File: config.mk
export PLATFORM = sky130hd
export DESIGN_NAME = datapath_multicycle
export DESIGN_NICKNAME = d
export VERILOG_FILES = /design/src/rtl/datapath_multicycle.sv
export SDC_FILE = /design/constraint.sdc
export NUM_CORES = 2
export LEC_CHECK = 0
export BUFFER_PORTS_ARGS = -buffer_cell sky130_fd_sc_hd__buf_4
export CORE_ASPECT_RATIO = 1.25
export CORE_MARGIN = 3
export CORE_UTILIZATION = 30
export DETAILED_ROUTE_END_ITERATION = 12
export REMOVE_ABC_BUFFERS = 1
export SYNTH_ARGS = -nofsm -noshare
export SYNTH_HDL_FRONTEND = slang
export SYNTH_SLANG_ARGS = --single-unit
File: constraint.sdc
create_clock -name clk -period 13.4 [get_ports clk]
set_input_delay 2.68 -clock clk [delete_from_list [all_inputs] [get_ports clk]]
set_output_delay 2.68 -clock clk [all_outputs]
set_load 0.01 [all_outputs]
File: src/rtl/datapath_multicycle.sv
`default_nettype none
// +------------------------------------------------------------------------+
// | Module  : datapath_multicycle                                          |
// | Brief   : Multi-cycle IF/ID/EX/MEM/WB datapath with memory handshakes. |
// | Revision: 1.0                                                          |
// +------------------------------------------------------------------------+
module datapath_multicycle #(
    parameter int              XLEN     = 32,
    parameter int              NREGS    = 32,
    parameter logic [XLEN-1:0] RESET_PC = '0
) (
    input  logic            clk,
    input  logic            rst,
    input  logic            imem_ack,
    input  logic [31:0]     inst_in,
    input  logic            dmem_ack,
    input  logic [XLEN-1:0] data_in,
    input  logic [3:0]      ALU_Control,
    input  logic [2:0]      ImmSel,
    input  logic [1:0]      MemtoReg,
    input  logic            ALUSrc_B,
    input  logic [1:0]      Jump,
    input  logic            Branch,
    input  logic            BranchN,
    input  logic            RegWrite,
    input  logic            MemRead,
    input  logic            MemWrite,
    output logic            imem_req,
    output logic [XLEN-1:0] pc_out,
    output logic [31:0]     ir_out,
    output logic            dmem_req,
    output logic            dmem_we,
    output logic [XLEN-1:0] addr_out,
    output logic [XLEN-1:0] data_out,
    output logic [2:0]      state_out,
    output logic            retire
);
    localparam int c_RIDX = $clog2(NREGS);
    localparam int c_SHW  = $clog2(XLEN);

    localparam logic [2:0] c_ST_IF  = 3'd0;
    localparam logic [2:0] c_ST_ID  = 3'd1;
    localparam logic [2:0] c_ST_EX  = 3'd2;
    localparam logic [2:0] c_ST_MEM = 3'd3;
    localparam logic [2:0] c_ST_WB  = 3'd4;

    logic [2:0]       r_state, w_state_nxt;
    logic [XLEN-1:0]  r_pc, r_a, r_b, r_aluout, r_mdr;
    logic [31:0]      r_ir;
    logic             r_zero;
    logic [XLEN-1:0]  r_regs [NREGS];

    logic [31:0]      w_imm32;
    logic [XLEN-1:0]  w_imm, w_opb, w_alu, w_pc_plus4, w_pc_imm, w_pc_nxt, w_wb;
    logic [c_SHW-1:0] w_shamt;
    logic             w_taken, w_rd_ok, w_reg_we;
    logic [4:0]       w_rd;
    logic [c_RIDX-1:0] w_rd_idx, w_rs1_idx, w_rs2_idx;

    // Immediate formats; every format is sign-extended from IR[31]
    always_comb begin
        w_imm32 = 32'd0;
        case (ImmSel)
            3'b000:  w_imm32 = {{20{r_ir[31]}}, r_ir[31:20]};
            3'b001:  w_imm32 = {{20{r_ir[31]}}, r_ir[31:25], r_ir[11:7]};
            3'b010:  w_imm32 = {{19{r_ir[31]}}, r_ir[31], r_ir[7], r_ir[30:25], r_ir[11:8], 1'b0};
            3'b011:  w_imm32 = {{11{r_ir[31]}}, r_ir[31], r_ir[19:12], r_ir[20], r_ir[30:21], 1'b0};
            3'b100:  w_imm32 = {r_ir[31:12], 12'd0};
            default: w_imm32 = 32'd0;
        endcase
    end
    assign w_imm   = XLEN'($signed(w_imm32));

    assign w_opb   = ALUSrc_B ? w_imm : r_b;
    assign w_shamt = w_opb[c_SHW-1:0];

    always_comb begin
        w_alu = '0;
        case (ALU_Control)
            4'b0000: w_alu = r_a & w_opb;
            4'b0001: w_alu = r_a | w_opb;
            4'b0010: w_alu = r_a + w_opb;
            4'b0110: w_alu = r_a - w_opb;
            4'b0111: w_alu = XLEN'($signed(r_a) < $signed(w_opb));
            4'b1000: w_alu = XLEN'(r_a < w_opb);
            4'b1100: w_alu = r_a ^ w_opb;
            4'b1101: w_alu = r_a >> w_shamt;
            4'b1001: w_alu = XLEN'($signed(r_a) >>> w_shamt);
            4'b1110: w_alu = r_a << w_shamt;
            default: w_alu = '0;
        endcase
    end

    assign w_pc_plus4 = r_pc + XLEN'(4);
    assign w_pc_imm   = r_pc + w_imm;
    assign w_taken    = (Branch & r_zero) | (BranchN & ~r_zero);

    always_comb begin
        w_pc_nxt = w_taken ? w_pc_imm : w_pc_plus4;
        case (Jump)
            2'b01:   w_pc_nxt = w_pc_imm;
            2'b10:   w_pc_nxt = {r_aluout[XLEN-1:1], 1'b0};
            default: w_pc_nxt = w_taken ? w_pc_imm : w_pc_plus4;
        endcase
    end

    always_comb begin
        w_wb = r_aluout;
        case (MemtoReg)
            2'b00:   w_wb = r_aluout;
            2'b01:   w_wb = r_mdr;
            2'b10:   w_wb = w_pc_plus4;
            default: w_wb = w_imm;
        endcase
    end

    // rd beyond the implemented register count (16-entry file) is dropped
    assign w_rd      = r_ir[11:7];
    assign w_rd_ok   = (w_rd != 5'd0) && ((NREGS == 32) || !w_rd[4]);
    assign w_rd_idx  = w_rd[c_RIDX-1:0];
    assign w_rs1_idx = r_ir[15 +: c_RIDX];
    assign w_rs2_idx = r_ir[20 +: c_RIDX];
    assign w_reg_we  = (r_state == c_ST_WB) && RegWrite && w_rd_ok;

    always_comb begin
        w_state_nxt = c_ST_IF;
        case (r_state)
            c_ST_IF:  w_state_nxt = imem_ack ? c_ST_ID : c_ST_IF;
            c_ST_ID:  w_state_nxt = c_ST_EX;
            c_ST_EX:  w_state_nxt = (MemRead | MemWrite) ? c_ST_MEM : c_ST_WB;
            c_ST_MEM: w_state_nxt = dmem_ack ? c_ST_WB : c_ST_MEM;
            c_ST_WB:  w_state_nxt = c_ST_IF;
            default:  w_state_nxt = c_ST_IF;
        endcase
    end

    always_ff @(posedge clk or negedge rst) begin
        if (!rst) begin
            r_state  <= c_ST_IF;
            r_pc     <= RESET_PC;
            r_ir     <= 32'd0;
            r_a      <= '0;
            r_b      <= '0;
            r_aluout <= '0;
            r_mdr    <= '0;
            r_zero   <= 1'b0;
        end else begin
            r_state <= w_state_nxt;
            case (r_state)
                c_ST_IF: if (imem_ack) r_ir <= inst_in;
                c_ST_ID: begin
                    r_a <= r_regs[w_rs1_idx];
                    r_b <= r_regs[w_rs2_idx];
                end
                c_ST_EX: begin
                    r_aluout <= w_alu;
                    r_zero   <= (w_alu == '0);
                end
                c_ST_MEM: if (dmem_ack && !MemWrite) r_mdr <= data_in;
                c_ST_WB:  r_pc <= w_pc_nxt;
                default:  ;
            endcase
        end
    end

    for (genvar gi = 0; gi < NREGS; gi++) begin : g_reg
        always_ff @(posedge clk or negedge rst) begin
            if (!rst) begin
                r_regs[gi] <= '0;
            end else if (w_reg_we && (w_rd_idx == c_RIDX'(gi))) begin
                r_regs[gi] <= w_wb;
            end
        end
    end

    // Requests are gated by reset so they drop the moment reset asserts
    assign imem_req  = rst & (r_state == c_ST_IF);
    assign dmem_req  = rst & (r_state == c_ST_MEM);
    assign dmem_we   = dmem_req & MemWrite;
    assign retire    = rst & (r_state == c_ST_WB);
    assign pc_out    = r_pc;
    assign ir_out    = r_ir;
    assign addr_out  = r_aluout;
    assign data_out  = r_b;
    assign state_out = r_state;

endmodule
`default_nettype wire
==> key figures <==
Global route
  – GR Util All Layers: 25.9%
  – First-pass GRT wire length: 461000 um
  – Largest net degree at the start of global routing: 185
  – Congestion Overflow GR: 0
  – Initial antenna violation count: 23
  – Vias in the first global route: 60.0k

Synth
  – Netlist cell types: 91
  – Most used DFF post-synth: dfrtp_1
  – YS warnings: 0
  – Seq/Total Area, Yosys: 42.0%
  – #FFs+latches synth: 1220
  – Synth Instances: 7050
  – Most frequent cell after synthesis: nand2_1
  – Most frequent cells after synthesis: nand2_1, dfrtp_1, o21ai_0, mux4_2, clkbuf_1
  – Synth area leaders: dfrtp_1, mux4_2, o21ai_0
  – EDFF count, synth: 0
  – Area share of the largest cell type after synthesis: 42.0%
  – Synthesized cell area: 0.0727 mm2
  – Fraction of registers with async set/reset: 100%
  – Area leader, netlist: dfrtp_1
  – Syn Area/Cell: 10.3 um2

Critical path
  – Critical path's slowest cell: mux2i_1
  – CP arrival: 9.09 ns
  – CP max FO: 51
  – CP Cell Sequence: buf_4 > nand2b_1 > o21ai_4 > buf_4 > inv_2 > buf_4 > o21ai_1 > mux2i_1 > mux2i_1 > a311oi_1 > o211ai_1 > nor3_1 > nand4_1 > nor4_1 > nand4_1 > nor4_1 > a32o_1
  – R2R cell count: 17
  – FF-to-FF setup slack: 6.86 ns
  – Most frequent CP cell: buf_4
  – Crit Reg-Reg Startpoint: ir_out[20]
  – Worst endpoint required time: 14.14 ns
  – Max stage delay on crit path: 1.11 ns
  – Reg-to-reg endpoint: r_zero
  – Worst setup path class: in2reg
  – Setup crit end kind: flop
  – Worst setup SP type: input pin

Detailed routing
  – Via total after detailed routing: 60.3k
  – Drt pass-1 iters: 6
  – Post-route DRC violation count: 0
  – WL/cell: 32.2 um
  – Routed wire length: 327000 um
  – Drt via density: 5.93
  – Iter 0 DRT Violations: 6518
  – Post-route ant nets: 0

Run status
  – Status: finished clean

Layout
  – Filler cells: 24.2k
  – Area delta synth->final: 13.4%
  – Final nets: 7139
  – Final Util: 34.3%
  – Fin cells: 10.2k
  – Share of cells above drive strength 1: 21.5%

Power
  – Overall power consumption: 18.7 mW
  – Power per cell area: 226 mW/mm2
  – Pleak: 34.4 nW
  – Worst VDD drop: 0.000194 V

Min path
  – Hold path endpoint: r_regs[997]
  – WHS Path Cells: 0
  – Class of the worst hold path: reg2reg
  – Hold path startpoint: r_regs[997]

Place
  – Post-DP HPWL: 224000 um
  – Placed insts: 9926
  – Port bufs: 219
  – RePlAce Congestion: 1.02

Timing
  – Min Hold Slack: 0.395 ns
  – Final period util: 62.3%
  – Unrepaired setup endpoints after global routing: no
  – Hold Vio Cnt, Final: 0
  – Minimum clock period: 8.35 ns
  – Slew HR: 4.00%
  – Max Clock Skew: 0.0672 ns
  – Fmax: 0.120 GHz
  – Tightest Pin Transition: 1.44 ns
  – Max-slew violations: 0
  – # setup viols final: 0

Job
  – Max-cap violation count: 0

Clock network
  – Root buf cell: clkbuf_16
  – Clk slew on worst S/H paths: 0.07 ns
  – Setup Buffers After CTS: 0
  – Worst skew pair latency: 0.83 ns
  – Max Buffers Root-to-Sink: 3
  – Inserted Clock Buffers: 141
  – # hold bufs at CTS: 0
  – Clk sink count: 1220
  – Number of H-tree levels: 4
  – Post-cts resize count: 0
  – CTS tree: yes

Die
  – Initial Utilization: 30.2%
  – I/O Pins: 220
  – Die Width: 446 um
  – # rows: 201
  – Die Area: 0.248 mm2
  – Die H: 556 um
  – Core area: 0.240 mm2
logic make-up (layout without fill, tap and decap cells):
family,after synthesis,count (layout),synth area share [%]
AOI/OAI and AO/OA,1987,1987,15.8
xor gates and xnor gates,75,75,0.904
adders and majority gates,134,134,2.31
buffers and inverters,819,791,4.29
DFF,1220,1220,42.0
muxes,896,896,23.6
other,0,11,0
and+or+nand+nor,1919,1919,11.1
routing by layer:
metal	GRT usage, %	wire length [um]	part of all wire [%]
met1	31.2	123000	38
met2	42.2	154000	47
met3	4.60	22900	7.0
met4	18.1	26700	8.2
met5	0	110	0.034
cell usage in the layout (no fill, tap or decap), types with 40 or more instances in the layout:
cell type     n
nand2_1    1262
o21ai_0    1179
nand3_1      66
mux4_2      642
a211oi_1     49
clkbuf_16   141
mux2_2      118
a221oi_1     40
nor3_1       54
o211ai_1     65
dfrtp_1    1210
inv_1       122
a21o_1       40
xnor2_1      49
ha_1        130
a21oi_1     279
nor2_1      275
mux2i_1     134
buf_4       411
worst max path at each step:
stage,from,endpoint,cells past startpoint
2_1_floorplan,ir_out[20],r_zero,15
3_3_place_gp,ImmSel[1],r_zero,22
3_5_place_dp,ALUSrc_B,r_zero,17
4_1_cts,ALUSrc_B,r_zero,17
5_1_grt,ALUSrc_B,r_zero,17
6_report,ALUSrc_B,r_zero,17
area by class of cell:
cell class              instances  area, um2  area share [%]
repair buffers                419       3250            3.94
clock inverters                46        674           0.818
inverters                     130        488           0.592
well taps                    3146       3940            4.77
diodes                         11       27.5          0.0334
flip-flops and latches       1220      30600            37.1
clock buffers                 196       3970            4.81
multi-input cells            5011      39600            48.0
worst max-delay path: cells and delay by family:
family                 cells  cell delay, ns
and+or+nand+nor            6            2.11
buffers and inverters      4            1.58
muxes                      2            1.37
AOI/OAI and AO/OA          5            1.29
report_power, final:
group	leakage (nW)	internal, mW	total (mW)	switching [mW]
clock network	2.25	2.21	3.92	1.71
registers	16.6	4.34	5.41	1.06
logic	15.5	3.28	9.33	6.05
state kept, by name (all words and copies together) (netlist names):
register	flops
r_a	32
addr_out	32
pc_out	32
state_out	3
r_regs	1024
data_out	32
r_mdr	32
ir_out	32
r_zero	1
stage by stage:
step                area [um2]  TNS (ns)  worst slack (ns)
global placement         77800         0              4.44
global route             82400         0              4.75
CTS                      82400         0              5.29
floorplan                70100   -108.29             -4.34
finish                   82500         0              5.05
detailed placement       77800         0              4.46
Note: power is estimated with default switching activity, not from simulation.
